## config.mk

```make
export PLATFORM = sky130hd
export DESIGN_NAME = bus_master_if_flat
export DESIGN_NICKNAME = d
export VERILOG_FILES = /design/src/rtl/bus_pkg.sv /design/src/rtl/bus_master_if_if.sv /design/src/rtl/bus_wait_timer.sv /design/src/rtl/bus_master_if.sv /design/src/flat_wrapper.sv
export SDC_FILE = /design/constraint.sdc
export NUM_CORES = 1
export LEC_CHECK = 0
export ABC_AREA = 1
export CAP_MARGIN = 5
export CORE_MARGIN = 4
export CORE_UTILIZATION = 38
export DETAILED_ROUTE_END_ITERATION = 8
export MAX_ROUTING_LAYER = met4
export PLACE_DENSITY = 0.76
export REMOVE_ABC_BUFFERS = 1
export SYNTH_ARGS = -nofsm -noshare
export SYNTH_HDL_FRONTEND = slang
export SYNTH_SLANG_ARGS = --single-unit
```

## constraint.sdc

```tcl
create_clock -name clk_i -period 3.4 [get_ports clk_i]
set_input_delay 1.02 -clock clk_i [delete_from_list [all_inputs] [get_ports clk_i]]
set_output_delay 1.02 -clock clk_i [all_outputs]
set_load 0.03 [all_outputs]
```

## src/rtl/bus_pkg.sv

```systemverilog
// bus_pkg: shared transfer, response and master-state types for the system bus
package bus_pkg;
  typedef enum logic [1:0] {
    TRANS_IDLE   = 2'b00,
    TRANS_BUSY   = 2'b01,
    TRANS_NONSEQ = 2'b10,
    TRANS_SEQ    = 2'b11
  } trans_t;
  localparam logic RESP_OKAY  = 1'b0;
  localparam logic RESP_ERROR = 1'b1;
  typedef enum logic [1:0] {S_IDLE, S_ADDR, S_DATA, S_RESP} mstate_t;
endpackage

```

## src/rtl/bus_master_if_if.sv

```systemverilog
// bus_master_if_if: system-bus signal bundle between an initiator and the bus fabric
interface bus_master_if_if import bus_pkg::*; #(parameter int DWidth = 32);
  trans_t              m2s_trans_o;
  logic                m2s_write_o;
  logic [DWidth-1:0]   m2s_addr_o;
  logic [DWidth-1:0]   m2s_wdata_o;
  logic                b2m_ready_i;
  logic                b2m_resp_i;
  logic [DWidth-1:0]   b2m_rdata_i;
  modport master (
    output m2s_trans_o, m2s_write_o, m2s_addr_o, m2s_wdata_o,
    input  b2m_ready_i, b2m_resp_i, b2m_rdata_i
  );
  modport slave (
    input  m2s_trans_o, m2s_write_o, m2s_addr_o, m2s_wdata_o,
    output b2m_ready_i, b2m_resp_i, b2m_rdata_i
  );
endinterface

```

## src/rtl/bus_wait_timer.sv

```systemverilog
// bus_wait_timer: per-phase wait-state counter that flags when the limit is reached
module bus_wait_timer #(parameter int Limit = 256) (
  input  logic clk_i,
  input  logic rst_i,
  input  logic clr_i,
  input  logic inc_i,
  output logic expired_o
);
  localparam int W = $clog2(Limit + 1);
  logic [W-1:0] r_cnt;
  // count wait cycles, restarting at every phase change and saturating at the limit
  always_ff @(posedge clk_i or posedge rst_i)
    if (rst_i) r_cnt <= '0;
    else if (clr_i) r_cnt <= '0;
    else if (inc_i && !expired_o) r_cnt <= r_cnt + W'(1);
  assign expired_o = r_cnt == W'(Limit);
endmodule

```

## src/rtl/bus_master_if.sv

```systemverilog
// bus_master_if: core req/ready to two-phase bus adapter; BUS_TIMEOUT_EN adds a wait-state timeout
module bus_master_if import bus_pkg::*; #(
  parameter int DWidth = 32
`ifdef BUS_TIMEOUT_EN
  , parameter int TimeoutCycles = 256
`endif
) (
  input  logic              clk_i,
  input  logic              rst_i,
  input  logic              req_i,
  input  logic              write_i,
  input  logic [DWidth-1:0] addr_i,
  input  logic [DWidth-1:0] wdata_i,
  output logic              ready_o,
  output logic [DWidth-1:0] rdata_o,
  output logic              err_o,
  bus_master_if_if.master   bus
);
  mstate_t           r_state, w_next;
  logic              r_write, r_err;
  logic [DWidth-1:0] r_addr, r_wdata, r_rdata;
  logic              w_phase, w_expired, w_misalign, w_bus_done;
  assign w_phase    = (r_state == S_ADDR) || (r_state == S_DATA);
  assign w_misalign = addr_i[1:0] != 2'b00;
  assign w_bus_done = (r_state == S_DATA) && !w_expired;
`ifdef BUS_TIMEOUT_EN
  bus_wait_timer #(.Limit(TimeoutCycles)) u_timer (
    .clk_i     (clk_i),
    .rst_i     (rst_i),
    .clr_i     (w_next != r_state),
    .inc_i     (w_phase && !bus.b2m_ready_i),
    .expired_o (w_expired)
  );
`else
  assign w_expired = 1'b0;
`endif
  // state register
  always_ff @(posedge clk_i or posedge rst_i)
    if (rst_i) r_state <= S_IDLE;
    else r_state <= w_next;
  // next state: misaligned requests skip the bus, a timeout abandons the current phase
  always_comb begin
    w_next = r_state;
    case (r_state)
      S_IDLE:  w_next = !req_i ? S_IDLE : w_misalign ? S_RESP : S_ADDR;
      S_ADDR:  w_next = w_expired ? S_RESP : bus.b2m_ready_i ? S_DATA : S_ADDR;
      S_DATA:  w_next = (w_expired || bus.b2m_ready_i) ? S_RESP : S_DATA;
      default: w_next = S_IDLE;
    endcase
  end
  // request latches in idle; completion data/error captured on entry to the response state
  always_ff @(posedge clk_i or posedge rst_i)
    if (rst_i) begin
      r_write <= 1'b0;
      r_addr  <= '0;
      r_wdata <= '0;
      r_rdata <= '0;
      r_err   <= 1'b0;
    end else begin
      if (r_state == S_IDLE && req_i) begin
        r_write <= write_i;
        r_addr  <= addr_i;
        r_wdata <= wdata_i;
      end
      if (w_next == S_RESP) begin
        r_rdata <= (w_bus_done && !r_write) ? bus.b2m_rdata_i : '0;
        r_err   <= w_bus_done ? bus.b2m_resp_i : RESP_ERROR;
      end
    end
  assign ready_o         = r_state == S_RESP;
  assign rdata_o         = r_rdata;
  assign err_o           = r_err;
  assign bus.m2s_trans_o = (r_state == S_ADDR && !w_expired) ? TRANS_NONSEQ : TRANS_IDLE;
  assign bus.m2s_write_o = w_phase && r_write;
  assign bus.m2s_addr_o  = w_phase ? r_addr : '0;
  assign bus.m2s_wdata_o = (r_state == S_DATA && r_write) ? r_wdata : '0;
endmodule

```

## src/flat_wrapper.sv

```systemverilog
// flat-port wrapper written by rule: the top's interface ports become plain ports
module bus_master_if_flat import bus_pkg::*;
#(
  parameter int DWidth = 32

)
  (clk_i, rst_i, req_i, write_i, addr_i, wdata_i, ready_o, rdata_o, err_o, bus_m2s_trans_o, bus_m2s_write_o, bus_m2s_addr_o, bus_m2s_wdata_o, bus_b2m_ready_i, bus_b2m_resp_i, bus_b2m_rdata_i);
  bus_master_if_if #(.DWidth(DWidth)) bus_i ();
  input  logic clk_i;
  input  logic rst_i;
  input  logic req_i;
  input  logic write_i;
  input  logic [DWidth-1:0] addr_i;
  input  logic [DWidth-1:0] wdata_i;
  output logic ready_o;
  output logic [DWidth-1:0] rdata_o;
  output logic err_o;
  output wire logic [$bits(bus_i.m2s_trans_o)-1:0] bus_m2s_trans_o;
  output wire logic [$bits(bus_i.m2s_write_o)-1:0] bus_m2s_write_o;
  output wire logic [$bits(bus_i.m2s_addr_o)-1:0] bus_m2s_addr_o;
  output wire logic [$bits(bus_i.m2s_wdata_o)-1:0] bus_m2s_wdata_o;
  input wire logic [$bits(bus_i.b2m_ready_i)-1:0] bus_b2m_ready_i;
  input wire logic [$bits(bus_i.b2m_resp_i)-1:0] bus_b2m_resp_i;
  input wire logic [$bits(bus_i.b2m_rdata_i)-1:0] bus_b2m_rdata_i;
  assign bus_m2s_trans_o = bus_i.m2s_trans_o;
  assign bus_m2s_write_o = bus_i.m2s_write_o;
  assign bus_m2s_addr_o = bus_i.m2s_addr_o;
  assign bus_m2s_wdata_o = bus_i.m2s_wdata_o;
  assign bus_i.b2m_ready_i = bus_b2m_ready_i;
  assign bus_i.b2m_resp_i = bus_b2m_resp_i;
  assign bus_i.b2m_rdata_i = bus_b2m_rdata_i;
  bus_master_if #(.DWidth(DWidth)) u_core (.clk_i(clk_i), .rst_i(rst_i), .req_i(req_i), .write_i(write_i), .addr_i(addr_i), .wdata_i(wdata_i), .ready_o(ready_o), .rdata_o(rdata_o), .err_o(err_o), .bus(bus_i));
endmodule
```

==> metrics.md <==
| Metric | Value |
|---|---|
| Outcome | `finished clean` |
| Most frequent cells in the layout | `233 x nand2_1, 199 x clkdlybuf4s50_1, 102 x inv_1, 100 x dfrtp_1, 65 x nor2_1` |
| Via count | `around 4200` |
| Share of cells above drive strength 1 | `3.84%` |
| DP Wirelength | `~8.6 mm` |
| Clk buf depth | `2` |
| Final Instance Count excl. Fillers | `954` |
| Synth top area share | `a little over half` |
| Met3 Resource Use GR | `5.45%` |
| CTS root buf | `clkbuf_16` |
| Final Hold Fails | `0` |
| Placed Area | `6760 um^2` |
| Pint | `3610 uW` |
| Critical path required time | `about 2.4 ns` |
| WP depth | `6` |
| Reg2reg path depth | `6` |
| Post-CTS setup buffers | `0` |
| Final Net Count | `909` |
| DRT Pass-1 Iters | `4` |
| Area Growth Syn to Fin | `52.6%` |
| Placed insts | `939` |
| CTS H-tree depth | `3` |
| Reg power frac | `between 30% and 40%` |
| Fillers | `1079` |
| Crit path to | `bus_m2s_wdata_o[5]` |
| # clock sinks | `100` |
| Kind of critical path | `reg2out` |
| Crit end category | `output pin` |
| Storage element area | `2500 um^2` |
| Crit share post-route | `96.2%` |
| Total CTS buffers | `9` |
| Skew-Pair Late Insertion Delay | `0.33 ns` |
| Flop-to-flop setup slack | `1.39 ns` |
| Critical R2R Launch | `u_core.r_state[0]` |
| Clk network pwr share | `around 16%` |
| Largest net degree at the start of global routing | `64` |
| Sw Ratio | `44.0%` |
| Post-Syn Area | `4630 um^2` |
| Core Footprint | `12000 um^2` |
| Max-cap viol count | `0` |
| Setup Skew | `approximately 0.0076 ns` |
| Logic pwr share | `53.8%` |
| Post-synthesis cell type count | `19` |
| CTS tree | `done` |
| CP delay by family, top | `buffers and inverters` |
| Die X | `approximately 120 um` |
| Achievable Freq | `roughly 310 MHz` |
| Largest stage delay, worst path | `0.69 ns` |
| Wire length of the first global-routing pass | `19.4 mm` |
| Pins Over Slew Limit | `0` |
| Drt total wl | `12.0 mm` |
| WP data arrival | `between 2 and 2.5 ns` |
| Worst path buffer plus inverter count | `3` |
| Synth area leaders | `dfrtp_1 54%, nand2_1 19%, inv_1 8.3%, nor2_1 5.3%, nand3_1 3.6%` |
| 1st-iter DRT viols | `250` |
| Die height | `118 um` |
| Crit Path Max Fanout | `32` |
| Fin area | `7060 um^2` |
| Initial antenna violation count | `0` |
| Worst-path cell chain | `inv_1 -> ha_1 -> nand2_1 -> buf_4 -> nor2_1 -> clkdlybuf4s50_1` |
| Post-route ant nets | `0` |
| Leakage power total | `around 0.0038 uW` |
| Final setup violating endpoints | `0` |
| GRT busiest layer | `met2` |
| Syn Inst Count | `614` |
| Crit path time final | `3.27 ns` |
| CTS clock-pin slew for the worst setup and hold paths | `0.07 ns` |
| PnR Total Power | `6460 uW` |
| DR WL/cell | `roughly 13 um` |
| ANT cells | `0` |
| Capturing point of the worst reg2reg path | `u_core.rdata_o[25]` |
| Startpoint Class | `flop` |
| Setup WS post-layout | `0.129 ns` |
| Warnings, synthesis | `0` |
| Vias in the first global route | `4038` |
| Worst-Margin Slew | `1.05 ns` |
| Global route overflow | `0` |
| Register bit total from synthesis | `100` |
| Starting density of the core | `38.7%` |
| Most common cell after layout, fill and taps aside | `nand2_1` |
| Tightest Hold Check Type | `reg2reg` |
| Cell Pwr Density | `914 nW/um^2` |
| Dominant cell type by area after synthesis | `dfrtp_1` |
| Critical path's slowest cell | `clkdlybuf4s50_1` |
| RSZ-0062 raised after global routing | `no` |
| Gr usage total | `between 15 and 20%` |
| Port Buffers | `201` |
| Vias per cell | `between 4 and 5` |
| Footprint of the multi-input gates | `1580 um^2` |
| Met2 usage | `26.6%` |
| Total negative slack | `0 ns` |
| Post-synthesis sequential area ratio | `54.0%` |
| Synth Area per Inst | `7.54 um^2` |
| GR Layer Usage met1 | `22.4%` |
| Post-route DRC | `0` |
| Pre-CTS setup slack | `roughly 0.47 ns` |
| Critical path startpoint | `u_core.r_state[0]` |
| Max VDD drop | `approximately 480 uV` |
| Die area | `14000 um^2` |
| Num rows | `40` |
| Slew headroom | `approximately 30%` |
| I/O Pins | `203` |
| Net Switching | `2840 uW` |
| Gpl congestion | `0.779` |
## cells by family after synthesis
group,synth area share (%)
AO/OA/AOI/OAI,3.97
other,0.0810
adder cells (fa/ha/maj),1.08
flip-flops,54.0
AND/OR/NAND/NOR,28.9
buffers and inverters,11.9
## routing by layer
metal  routed length, um  vias up
li1                    -     2169
met3                 991        5
met4                  87        0
met2                5290      140
met5                   0        -
met1                5630     1882
## sequential cells by signal (all words and copies together), names as in the netlist
name and count:
u_core.r_addr 32, u_core.r_wdata 32, u_core.rdata_o 32, u_core.r_state 2
u_core.err_o 1, u_core.r_write 1
## synth_stat cells (all sizes together)
cell,n
conb,1
nor2,67
buf,13
dfrtp,100
nand2,236
nand3,33
o21ai,34
inv,104
clkbuf,20
ha,4
a21oi,2
## layout make-up
class	instances	share of cell area (%)
clock buffer	14	3.88
multi-input combinational	377	22.3
inverter	104	5.56
timing repair buffer	211	29.8
clock inverter	1	0.425
tap	147	2.60
sequential	100	35.4
## timing repair
action,CTS,global route
endpoints found under the setup margin,0,2
gates resized for setup,0,2
hold buffers,0,0
## worst min path at each step
stage / slack, ns / cells past startpoint / end / from
2_1_floorplan: 0.45 / 2 / u_core.r_addr[0] / u_core.r_addr[0]
3_3_place_gp: 0.45 / 2 / u_core.rdata_o[31] / u_core.rdata_o[31]
3_5_place_dp: 0.46 / 2 / u_core.rdata_o[5] / u_core.rdata_o[5]
4_1_cts: 0.47 / 2 / u_core.rdata_o[5] / u_core.rdata_o[5]
5_1_grt: 0.49 / 2 / u_core.rdata_o[11] / u_core.rdata_o[11]
6_report: 0.47 / 2 / u_core.rdata_o[23] / u_core.rdata_o[23]
## tightest hold or removal path: stages (launching register included)
cell and delay [ns]:
dfrtp_1 0.34, nand2_1 0.05, nand2_1 0.04
## per-stage QoR
step / utilization, % / hold WS (ns)
after floorplan: - / 0.449
after global placement: 56.5 / 0.454
after detailed placement: 56.5 / 0.459
after CTS: 59.0 / 0.475
after global routing: 59.1 / 0.494
final: 59.1 / 0.467
## power groups by stage
stage | registers [uW] | clock network, uW | logic (uW)
after floorplan | 2200 | 0 | 1830
after global placement | 1960 | 0 | 3480
after detailed placement | 1960 | 0 | 3520
after CTS | 1950 | 1070 | 3520
after global routing | 2000 | 1110 | 3790
final | 1950 | 1040 | 3470
Note: power is estimated with default switching activity, not from simulation.
